<file path="config.mk">
export PLATFORM = sky130hd
export DESIGN_NAME = seq_divider
export DESIGN_NICKNAME = d
export VERILOG_FILES = /design/src/rtl/seq_divider_pkg.sv /design/src/rtl/seq_divider_div_step.sv /design/src/rtl/seq_divider.sv
export SDC_FILE = /design/constraint.sdc
export NUM_CORES = 1
export LEC_CHECK = 0
export ABC_AREA = 0
export BUFFER_PORTS_ARGS = -buffer_cell sky130_fd_sc_hd__buf_2
export CAP_MARGIN = 20
export CORE_UTILIZATION = 58
export CTS_CLUSTER_SIZE = 25
export DETAILED_ROUTE_END_ITERATION = 8
export HOLD_SLACK_MARGIN = 0.06
export PLACE_DENSITY = 0.91
export SYNTH_ARGS = -nofsm -noshare
export SYNTH_HDL_FRONTEND = slang
export SYNTH_SLANG_ARGS = --single-unit
</file>
<file path="constraint.sdc">
create_clock -name clk -period 5.2 [get_ports clk]
set_input_delay 0.26 -clock clk [delete_from_list [all_inputs] [get_ports clk]]
set_output_delay 0.26 -clock clk [all_outputs]
set_load 0.02 [all_outputs]
</file>
<file path="src/rtl/seq_divider_pkg.sv">
// Shared definitions for the sequential restoring divider: FSM state
// encoding and the iteration-counter width helper.
package seq_divider_pkg;

    typedef enum logic [1:0] {
        IDLE = 2'd0,
        CALC = 2'd1,
        DONE = 2'd2
    } state_t;

    // The counter runs WIDTH-1 down to 0, so $clog2(WIDTH) bits are enough.
    function automatic int cnt_width(input int width);
        return $clog2(width);
    endfunction

endpackage

</file>
<file path="src/rtl/seq_divider_div_step.sv">
// One combinational restoring-division step: shift {rem,quo} left by one,
// then subtract the divisor and set the new quotient bit if it fits.
module seq_divider_div_step
    import seq_divider_pkg::*;
#(
    parameter int WIDTH = 32
) (
    input  logic [WIDTH:0]   rem_in,
    input  logic [WIDTH-1:0] quo_in,
    input  logic [WIDTH-1:0] dvsr,
    output logic [WIDTH:0]   rem_out,
    output logic [WIDTH-1:0] quo_out
);

    logic [WIDTH:0] rem_sh;
    logic [WIDTH:0] dvsr_ext;
    logic           unused_rem_msb;

    // The partial remainder is always below the divisor, so its top bit
    // never carries information into the shift.
    assign unused_rem_msb = rem_in[WIDTH];

    // Compare/subtract on the shifted partial remainder.
    always_comb begin
        rem_sh   = {rem_in[WIDTH-1:0], quo_in[WIDTH-1]};
        dvsr_ext = {1'b0, dvsr};
        rem_out  = rem_sh;
        quo_out  = {quo_in[WIDTH-2:0], 1'b0};
        if (rem_sh >= dvsr_ext) begin
            rem_out    = rem_sh - dvsr_ext;
            quo_out[0] = 1'b1;
        end
    end

endmodule

</file>
<file path="src/rtl/seq_divider.sv">
// Multi-cycle restoring divider, one quotient bit per clock, start/done
// handshake. Signed operation is compiled in only when DIVIDER_SIGNED_EN
// is defined; otherwise signed_op is ignored and all divides are unsigned.
// Handshake: start is sampled only in IDLE; busy is high from the accepted
// start until done; done pulses for one cycle with results valid.
module seq_divider
    import seq_divider_pkg::*;
#(
    parameter int WIDTH = 32
) (
    input  logic             clk,
    input  logic             reset,
    input  logic             start,
    input  logic [WIDTH-1:0] dividend,
    input  logic [WIDTH-1:0] divisor,
    input  logic             signed_op,
    output logic [WIDTH-1:0] quotient,
    output logic [WIDTH-1:0] remainder,
    output logic             div_by_zero,
    output logic             busy,
    output logic             done,
    output logic [1:0]       dbg_state
);

    localparam int CNT_W = cnt_width(WIDTH);

    state_t           state_q, state_d;
    logic [CNT_W-1:0] cnt_q, cnt_d;
    logic [WIDTH:0]   rem_q, rem_d;
    logic [WIDTH-1:0] acc_q, acc_d;
    logic [WIDTH-1:0] dvsr_q, dvsr_d;
    logic [WIDTH-1:0] quotient_q, quotient_d;
    logic [WIDTH-1:0] remainder_q, remainder_d;
    logic             dbz_q, dbz_d;

    logic [WIDTH:0]   step_rem;
    logic [WIDTH-1:0] step_quo;
    logic [WIDTH-1:0] dividend_mag, divisor_mag;
    logic [WIDTH-1:0] quo_fix, rem_fix;
    logic             unused_step_msb;

    assign unused_step_msb = step_rem[WIDTH];

    seq_divider_div_step #(.WIDTH(WIDTH)) u_step (
        .rem_in  (rem_q),
        .quo_in  (acc_q),
        .dvsr    (dvsr_q),
        .rem_out (step_rem),
        .quo_out (step_quo)
    );

`ifdef DIVIDER_SIGNED_EN
    logic neg_q_q, neg_q_d;
    logic neg_r_q, neg_r_d;
    logic dividend_neg, divisor_neg;

    // Operand magnitudes and result sign fix-up for two's-complement mode.
    always_comb begin
        dividend_neg = signed_op & dividend[WIDTH-1];
        divisor_neg  = signed_op & divisor[WIDTH-1];
        dividend_mag = dividend_neg ? -dividend : dividend;
        divisor_mag  = divisor_neg ? -divisor : divisor;
        quo_fix      = neg_q_q ? -step_quo : step_quo;
        rem_fix      = neg_r_q ? -step_rem[WIDTH-1:0] : step_rem[WIDTH-1:0];
        neg_q_d      = neg_q_q;
        neg_r_d      = neg_r_q;
        if (state_q == IDLE && start) begin
            neg_q_d = dividend_neg ^ divisor_neg;
            neg_r_d = dividend_neg;
        end
    end

    // Sign flags captured alongside the operands.
    always_ff @(posedge clk or posedge reset) begin
        if (reset) begin
            neg_q_q <= 1'b0;
            neg_r_q <= 1'b0;
        end else begin
            neg_q_q <= neg_q_d;
            neg_r_q <= neg_r_d;
        end
    end
`else
    logic unused_signed_op;

    assign unused_signed_op = signed_op;

    // Unsigned build: operands and results pass straight through.
    always_comb begin
        dividend_mag = dividend;
        divisor_mag  = divisor;
        quo_fix      = step_quo;
        rem_fix      = step_rem[WIDTH-1:0];
    end
`endif

    // Next-state, operand capture, iteration and result registration.
    always_comb begin
        state_d     = state_q;
        cnt_d       = cnt_q;
        rem_d       = rem_q;
        acc_d       = acc_q;
        dvsr_d      = dvsr_q;
        quotient_d  = quotient_q;
        remainder_d = remainder_q;
        dbz_d       = dbz_q;
        case (state_q)
            IDLE: begin
                if (start) begin
                    dvsr_d = divisor_mag;
                    acc_d  = dividend_mag;
                    rem_d  = '0;
                    cnt_d  = CNT_W'(WIDTH - 1);
                    if (divisor == '0) begin
                        state_d     = DONE;
                        quotient_d  = '1;
                        remainder_d = dividend;
                        dbz_d       = 1'b1;
                    end else begin
                        state_d = CALC;
                    end
                end
            end
            CALC: begin
                rem_d = step_rem;
                acc_d = step_quo;
                cnt_d = cnt_q - CNT_W'(1);
                if (cnt_q == '0) begin
                    state_d     = DONE;
                    quotient_d  = quo_fix;
                    remainder_d = rem_fix;
                    dbz_d       = 1'b0;
                end
            end
            DONE:    state_d = IDLE;
            default: state_d = IDLE;
        endcase
    end

    // State and datapath registers; reset aborts any operation in flight.
    always_ff @(posedge clk or posedge reset) begin
        if (reset) begin
            state_q     <= IDLE;
            cnt_q       <= '0;
            rem_q       <= '0;
            acc_q       <= '0;
            dvsr_q      <= '0;
            quotient_q  <= '0;
            remainder_q <= '0;
            dbz_q       <= 1'b0;
        end else begin
            state_q     <= state_d;
            cnt_q       <= cnt_d;
            rem_q       <= rem_d;
            acc_q       <= acc_d;
            dvsr_q      <= dvsr_d;
            quotient_q  <= quotient_d;
            remainder_q <= remainder_d;
            dbz_q       <= dbz_d;
        end
    end

    assign quotient    = quotient_q;
    assign remainder   = remainder_q;
    assign div_by_zero = dbz_q;
    assign busy        = (state_q == CALC) || (state_q == DONE);
    assign done        = (state_q == DONE);
    assign dbg_state   = state_q;

endmodule

</file>
==> results of run 1 <==
==> layout make-up <==
| class | count | area share [%] |
|---|---|---|
| Inverter | 54 | 1.977 |
| Multi-Input combinational cell | 733 | 42.85 |
| Sequential cell | 168 | 40.02 |
| Timing Repair Buffer | 145 | 7.337 |
| Clock buffer | 22 | 4.419 |
| Clock inverter | 9 | 0.8814 |
| Tap cell | 211 | 2.513 |
==> worst min path at each step <==
stage | start | end | slack, ps | cells past startpoint
detailed placement | quotient[8] | quotient[8] | 450 | 2
global route | divisor[3] | dvsr_q[3] | 70 | 2
floorplan | divisor[0] | dvsr_q[0] | 410 | 1
CTS | divisor[31] | dvsr_q[31] | 60 | 2
global placement | quotient[28] | quotient[28] | 440 | 2
finish | reset | quotient[29] | 10 | 2
==> through the flow <==
step	setup WS (ps)	instances	area, um2	utilization, %
final	1832	1342	10510	68.59
after global routing	1615	1342	10510	68.59
after CTS	1844	1341	10480	68.42
after detailed placement	1936	1310	9921	64.78
after global placement	2081	1310	9921	64.78
after floorplan	393.3	1019	9173	-
==> cell usage after synthesis, types with 7 or more instances <==
cell type,n
a211oi_1,10
a21o_1,12
a21oi_1,61
a22oi_1,18
a31oi_1,59
a41oi_1,9
buf_2,19
clkbuf_1,41
dfrtp_1,168
ha_1,37
inv_1,54
mux2_2,35
nand2_1,164
nand3_1,11
nand4_1,14
nor2_1,108
nor3_1,8
nor4_1,12
o21a_1,7
o21ai_0,58
xnor2_1,18
xor2_1,10
==> metal layers <==
| layer | share of wire [%] | wire, um |
|---|---|---|
| met4 | 2.6 | 640 |
| met2 | 46 | 11230 |
| met1 | 42 | 10130 |
| met3 | 9.8 | 2380 |
| met5 | 0 | 0 |
==> flip-flops by register name, summed over array words and instances (netlist names) <==
signal / flops
acc_q: 32
cnt_q: 5
dbg_state: 2
div_by_zero: 1
dvsr_q: 32
quotient: 32
rem_q: 32
remainder: 32
==> placed cells by master, fill, tap and decap left out, drive strengths merged, types with 4 or more instances in the layout <==
cell and n:
a21oi 63, nor3 10, xnor2 18, nand2b 5, o31ai 6, a21o 13
clkbuf 22, o21a 7, or3 4, inv 56, nand3 11, o21ai 62
nor2 108, dfrtp 168, a22oi 18, xor2 10, ha 37, a211oi 12
nor4 13, a31oi 59, nand2 164, a41oi 9, buf 145, mux2 36
nand4 14, o22a 5, nor2b 4
==> cell families after synthesis <==
logic type,synth area share [%]
AOI/OAI and AO/OA,19.94
xor gates and xnor gates,2.674
adders and majority gates,5.265
buffers and inverters,5.224
DFF,45.83
muxes,4.747
and+or+nand+nor,16.31
==> impl_metrics.json, run 1 <==
{
  "critPathTopFamily": "simple AND/OR/NAND/NOR gates",
  "clockBufferDepth": 2,
  "start_util_pct": 59.89,
  "crit_path_end": "remainder[18]",
  "drv_slew": 0,
  "synth_top_area_share_pct": 45.83,
  "status": "complete, no violations",
  "row_count": 45,
  "n_antenna_cell": 0,
  "areaGrowthSynthToFinish_pct": 14.53,
  "cp_num_cells": 8,
  "fmax_ghz": 0.2969,
  "finalSetupViolCount": 0,
  "routabilityCongestion": 0.9743,
  "final_nets": 1225,
  "rr_startpoint": "cnt_q[0]",
  "met1_usage_pct": 42.48,
  "drt_iter0_markers": 1140,
  "crit_start": "cnt_q[0]",
  "post_cts_resized": 0,
  "n_fill_cell": 1166,
  "cp_cell_sequence": "inv_1 > ha_1 > inv_1 > o41ai_1 > and3_2 > buf_4 > nor2_1 > a31oi_1",
  "rsz0062_at_grt": "false",
  "ys_seq_area_share_pct": 45.83,
  "htree_levels": 4,
  "crit_path_frequent_cell": "inv_1",
  "grt_max_degree": 118,
  "ios": 137,
  "r2r_slack_ps": 1830,
  "grt_pass1_vias": 7604,
  "antenna_found_initial": 0,
  "synth_top_cell_by_area": "dfrtp_1",
  "hold_slack_ps": 14.55,
  "max_stage_delay_ps": 990,
  "die_y_um": 127.8,
  "worst_setup_path_end_kind": "flop",
  "first_pass_iters": 6,
  "cpMaxStageDelayCell": "and3_2",
  "syn_area_um2": 9173,
  "syn-num-nets": 1125,
  "grtUsageMet3_pct": 6.678,
  "relSlewSlack_pct": 32.19,
  "io_buffers": 135,
  "clock_latency_ps": 440,
  "drv_cap": 0,
  "critPathMaxFanout": 55,
  "syn_inst": 1019,
  "viasPerCell": 6.189,
  "clkSinkCount": 168,
  "crit_type": "flop to flop",
  "synth-edff-count": 0,
  "use_met2_pct": 47.70,
  "die_w_um": 127.8,
  "ys_async_sr_fraction_pct": 100.0,
  "required_ps": 5550,
  "ys.flop_type": "dfrtp_1",
  "cts-root-buf": "clkbuf_16",
  "ff_latch_area_um2": 4204,
  "cp.arrival_ps": 3720,
  "ant_nets": 0,
  "vias": 8305,
  "cts-buffers-inserted": 17,
  "layout_min_cycle_time_ps": 3368,
  "dp_hpwl_mm": 16.78,
  "multi_input_area_um2": 4502,
  "ys_ff_latch": 168,
  "core_area_um2": 15310,
  "routed_wirelength_mm": 24.38,
  "busiest_layer": "met2",
  "grt_overflow": 0,
  "grt_first_pass_wirelength_mm": 39.01,
  "cts_tree": "done",
  "post-route-drc-count": 0,
  "fin_setup_tns_ps": 0,
  "rr_worst_depth": 8,
  "yosysWarnings": 0,
  "r2r-end": "remainder[18]",
  "avgSynthCellArea_um2": 9.002,
  "post_cts_buffers": 0,
  "routedWlPerCell_um": 18.16,
  "drive_above_1_share_pct": 20.16,
  "clkTransAtPathRegs_ps": 60,
  "hold_buffers": 0,
  "synth_area_leaders": "dfrtp_1, nand2_1, ha_1, nor2_1, mux2_2",
  "skew_ps": 7.161,
  "track_usage_pct": 30.68,
  "path_buf_inv": 3,
  "hp-class": "input pin to async pin",
  "die_area_um2": 16320,
  "ys_types": 67,
  "cp-start-kind": "flop",
  "period_share_pct": 64.77,
  "hold_violations": 0,
  "tightest_slew_ps": 1004
}
Power of run 1 is left out: the tool's default activity adds up to more than one toggle a clock period on the data nets, which glitch-free logic cannot reach.
==> run 2, diff against run 1 <==
Settings changed: ABC_AREA 0 to 1, CORE_UTILIZATION 58 to 53, PLACE_DENSITY 0.91 to 0.87.
Clock period 5.2 ns to 3.05 ns, I/O delays scaled along.
==> impl_metrics.json, run 2 <==
{
  "io_buffers": 135,
  "clkSinkCount": 168,
  "clock_latency_ps": 440,
  "drv_cap": 0,
  "avgSynthCellArea_um2": 6.723,
  "critPathTopFamily": "simple AND/OR/NAND/NOR gates",
  "path_buf_inv": 2,
  "hp-class": "input pin to flop",
  "cp.arrival_ps": 3050,
  "start_util_pct": 54.76,
  "final_cell_mix": "nand2_1, inv_1, dfrtp_1",
  "cp_cell_sequence": "ha_1 > nand2_1 > nor2_1 > nand2_1 > nor2_2 > nand3_1 > nand3_2 > nor2_4 > buf_4 > nand4_1 > nand3_1 > nand2_1 > inv_1",
  "die_w_um": 144.5,
  "synth_top_cell_by_area": "dfrtp_1",
  "dp_hpwl_mm": 21.18,
  "synth_most_common_cell": "nand2_1",
  "post-route-drc-count": 0,
  "row_count": 51,
  "clkTransAtPathRegs_ps": 70,
  "required_ps": 3430,
  "htree_levels": 4,
  "final_nets": 1845,
  "fin_util_pct": 63.99,
  "vdd_ir_drop_max_uv": 798.1,
  "drive_above_1_share_pct": 13.36,
  "ys.flop_type": "dfrtp_1",
  "cpMaxStageDelayCell": "dfrtp_1",
  "cts-buffers-inserted": 17,
  "p_total_mw": 12.36,
  "syn_area_um2": 10760,
  "drv_slew": 0,
  "powerDensity_nw_per_um2": 982.7,
  "synth_top_area_share_pct": 39.06,
  "die_y_um": 144.5,
  "routed_wirelength_mm": 28.85,
  "areaGrowthSynthToFinish_pct": 16.86,
  "grt_overflow": 0,
  "ant_nets": 0,
  "placed_area_um2": 11630,
  "status": "complete, no violations",
  "ios": 137,
  "fmax_ghz": 0.3752,
  "synth-edff-count": 0,
  "worst_setup_path_end_kind": "flop",
  "cp-start-kind": "flop",
  "n_fill_cell": 1782,
  "routedWlPerCell_um": 14.29,
  "place_inst": 1951,
  "grt_first_pass_wirelength_mm": 46.02,
  "ys_ff_latch": 168,
  "synth_area_leaders": "dfrtp_1, nand2_1, inv_1, nor2_1, ha_1",
  "core_area_um2": 19650,
  "cts_tree": "done",
  "viasPerCell": 5.179,
  "antenna_found_initial": 0,
  "track_usage_pct": 28.63,
  "relSlewSlack_pct": 38.56,
  "hold_violations": 0,
  "yosys-top-cells-count": "nand2_1, inv_1, dfrtp_1",
  "critPathMaxFanout": 26,
  "post_cts_resized": 0,
  "final_cells": 2018,
  "tightest_slew_ps": 921.6,
  "period_share_pct": 87.38,
  "skew_ps": 10.54,
  "routabilityCongestion": 0.9249,
  "crit_type": "flop to flop",
  "ys_async_sr_fraction_pct": 100.0,
  "fin_area_um2": 12580,
  "yosysWarnings": 0,
  "p_leak_nw": 7.329,
  "finalSetupViolCount": 0,
  "die_area_um2": 20880,
  "cts-root-buf": "clkbuf_16",
  "fin_setup_tns_ps": 0,
  "final_common_cell": "nand2_1",
  "drt_iter0_markers": 960,
  "grt_max_degree": 100,
  "ys_seq_area_share_pct": 39.06,
  "layout_min_cycle_time_ps": 2665,
  "rsz0062_at_grt": "false",
  "vias": 10450,
  "syn-num-nets": 1707,
  "ys_types": 35,
  "syn_inst": 1601,
  "crit_path_frequent_cell": "nand2_1",
  "clockBufferDepth": 2,
  "first_pass_iters": 5,
  "grt_pass1_vias": 9424,
  "max_stage_delay_ps": 460
}
-- run 2: cell types whose count changed after synthesis, sizes merged, moves of 12 or more --
cell,change
inv,+234
xnor2,-17
nor2,+28
a22oi,-18
nand3,+96
nand2,+396
o21ai,+27
a21o,-12
a211oi,-12
a31oi,-57
nand4,+31
mux2,-36
-- run 2: worst min-delay path, delay by kind of cell --
| family | cells | cell delay, ps |
|---|---|---|
| compound gates | 2 | 160 |
| buf+inv | 2 | 140 |
| simple gates | 1 | 40 |
-- run 2: worst paths after layout --
check	from	to	slack, ps	cells after the start
max	rem_q[20]	remainder[12]	390	13
min	dividend[2]	acc_q[2]	90	5
max reg2reg	rem_q[20]	remainder[12]	390	13
min reg2reg	quotient[11]	quotient[11]	480	2
max in group asynchronous	reset	dvsr_q[30]	1790	4
min in group asynchronous	reset	quotient[6]	330	3
-- run 2: metrics by stage --
stage,setup WS (ps),hold slack (ps)
final,385.0,87.22
after global routing,136.1,130.3
after CTS,415.9,90.07
after detailed placement,484.6,253.3
after global placement,529.2,249.6
after floorplan,756.8,311.1
-- run 2: cells by family after synthesis --
group / after synthesis / share of synthesized area [%]
AND/OR/NAND/NOR: 872 / 35.10
buffers and inverters: 350 / 12.72
flip-flops: 168 / 39.06
AO/OA/AOI/OAI: 159 / 7.498
adder cells (fa/ha/maj): 38 / 4.487
XOR/XNOR: 14 / 1.139
-- run 2: layer usage --
layer	global-route usage, %	vias to the layer above	wire [um]
met5	0	-	0
met2	45.57	390	13230
met4	7.812	0	399
li1	-	5201	-
met1	40.90	4825	13200
met3	3.576	35	2021
-- run 2: where the power goes --
part,internal [mW],switching [mW],total [mW]
Sequential,3.17,0.552,3.72
Combinational,1.96,4.46,6.42
Clock,1.17,1.05,2.22
-- run 2: repair_timing --
action | CTS | global route
setup buffers | 0 | 0
endpoints found under the hold margin | 57 | 0
setup endpoints to repair | 0 | 0
hold buffers | 33 | 0
-- run 2: cell type report --
class	instances	area [um2]	area share, %
diodes	1	2.502	0.01990
clock inverters	14	163.9	1.303
flip-flops and latches	168	4204	33.43
well taps	265	331.6	2.636
inverters	288	1085	8.625
multi-input cells	1083	5220	41.50
clock buffers	18	429.2	3.412
repair buffers	181	1141	9.073
Power figures use the tool's default switching activity.
==> run 3, diff against run 2 <==
Settings changed: CORE_UTILIZATION 53 to 40, PLACE_DENSITY 0.87 to 0.71.
==> impl_metrics.json, run 3 (same netlist as run 2, synthesis figures left out) <==
{
  "clkTransAtPathRegs_ps": 70,
  "placed_area_um2": 11740,
  "htree_levels": 4,
  "routedWlPerCell_um": 13.75,
  "p_total_mw": 12.26,
  "drv_slew": 0,
  "die_area_um2": 27570,
  "worst_setup_path_end_kind": "flop",
  "row_count": 59,
  "layout_min_cycle_time_ps": 2597,
  "die_w_um": 166.0,
  "hp-class": "input pin to flop",
  "vias": 10130,
  "path_buf_inv": 2,
  "cpMaxStageDelayCell": "dfrtp_1",
  "clock_latency_ps": 440,
  "clockBufferDepth": 2,
  "place_ws_ps": 486.2,
  "ant_nets": 0,
  "grt_max_degree": 169,
  "routabilityCongestion": 0.9510,
  "first_pass_iters": 7,
  "required_ps": 3390,
  "crit_path_frequent_cell": "nand2_1",
  "max_stage_delay_ps": 440,
  "areaGrowthSynthToFinish_pct": 17.53,
  "setup_slack_ps": 453.0,
  "routed_wirelength_mm": 28.69,
  "tightest_slew_ps": 1045,
  "cp.arrival_ps": 2940,
  "track_usage_pct": 21.50,
  "hold_violations": 0,
  "critPathMaxFanout": 32,
  "n_antenna_cell": 0,
  "post_cts_buffers": 0,
  "skew_ps": 9.236,
  "cts_tree": "done",
  "cp_cell_sequence": "ha_1 > nand2_1 > nor2_1 > nand2_1 > nor2_2 > nand3_1 > nand3_2 > nor2_4 > buf_4 > nand4_1 > nand3_1 > nand2_1 > inv_1",
  "crit_type": "flop to flop",
  "cp_num_cells": 13,
  "drt_iter0_markers": 801,
  "clkSinkCount": 168,
  "final_nets": 1844,
  "final_common_cell": "nand2_1",
  "hold_slack_ps": 86.65,
  "rsz0062_at_grt": "false",
  "post-route-drc-count": 15,
  "violations": "design-rule violations",
  "status": "complete, but fails checks",
  "die_y_um": 166.0,
  "fin_util_pct": 48.27,
  "final_cell_mix": "nand2_1, inv_1, dfrtp_1",
  "io_buffers": 135,
  "vdd_ir_drop_max_uv": 669.8,
  "period_share_pct": 85.15,
  "core_area_um2": 26210,
  "p_leak_nw": 7.338,
  "critPathTopFamily": "simple AND/OR/NAND/NOR gates",
  "final_cells": 2086,
  "drv_cap": 0,
  "start_util_pct": 41.07,
  "relSlewSlack_pct": 30.11,
  "place_inst": 2021,
  "drive_above_1_share_pct": 13.36,
  "powerDensity_nw_per_um2": 968.9,
  "grt_pass1_vias": 9548,
  "whs_path_depth": 3,
  "fmax_ghz": 0.3851,
  "rr_worst_depth": 13,
  "fin_setup_tns_ps": 0,
  "viasPerCell": 4.854,
  "cp-start-kind": "flop",
  "antenna_found_initial": 0,
  "dp_hpwl_mm": 21.49,
  "grt_first_pass_wirelength_mm": 47.88,
  "n_fill_cell": 2698,
  "ios": 137,
  "fin_area_um2": 12650,
  "cts-buffers-inserted": 17,
  "finalSetupViolCount": 0,
  "grt_overflow": 0,
  "cts-root-buf": "clkbuf_16"
}
-- run 3: cell count changes in the layout (fill, tap and decap cells not counted), moves of 2 or more --
cell,delta
clkinvlp_4,-4
clkinv_4,+2
inv_6,+4
buf_4,-2
-- run 3: path summary, 6_finish.rpt --
| check | startpoint | endpoint | slack (ps) |
|---|---|---|---|
| max | rem_q[17] | remainder[0] | 450 |
| min | start | cnt_q[4] | 90 |
| max reg2reg | rem_q[17] | remainder[0] | 450 |
| min reg2reg | quotient[9] | quotient[9] | 480 |
| max in group asynchronous | reset | rem_q[2] | 1820 |
| min in group asynchronous | reset | quotient[5] | 490 |
-- run 3: what timing repair did --
action,CTS,global route
hold buffers,33,0
endpoints found under the hold margin,121,0
setup endpoints to repair,0,0
resized for setup,0,0
-- run 3: metal layers --
| layer | global-route usage [%] | wire (um) | share of wire (%) |
|---|---|---|---|
| met5 | 0 | 0 | 0 |
| met1 | 31.88 | 14250 | 50 |
| met2 | 33.06 | 12570 | 44 |
| met3 | 2.788 | 1486 | 5.2 |
| met4 | 5.282 | 377 | 1.3 |
-- run 3: report_power, final --
part           switching [mW]  internal [mW]  total [mW]
logic                    4.42           1.99        6.41
registers               0.546           3.17        3.72
clock network            1.04           1.09        2.13
total                    6.01           6.25        12.3
-- run 3: final cells by class --
type	count	area [um2]	share of cell area, %
Multi-Input combinational cell	1083	5220	41.27
Sequential cell	168	4204	33.23
Timing Repair Buffer	180	1146	9.060
Inverter	288	1085	8.576
Clock buffer	17	425.4	3.363
Tap cell	335	419.2	3.314
Clock inverter	15	150.1	1.187
-- run 3: worst min-delay path, stage by stage --
cell and delay (ps):
buf_2 120, nand3_1 120, nand3_1 80
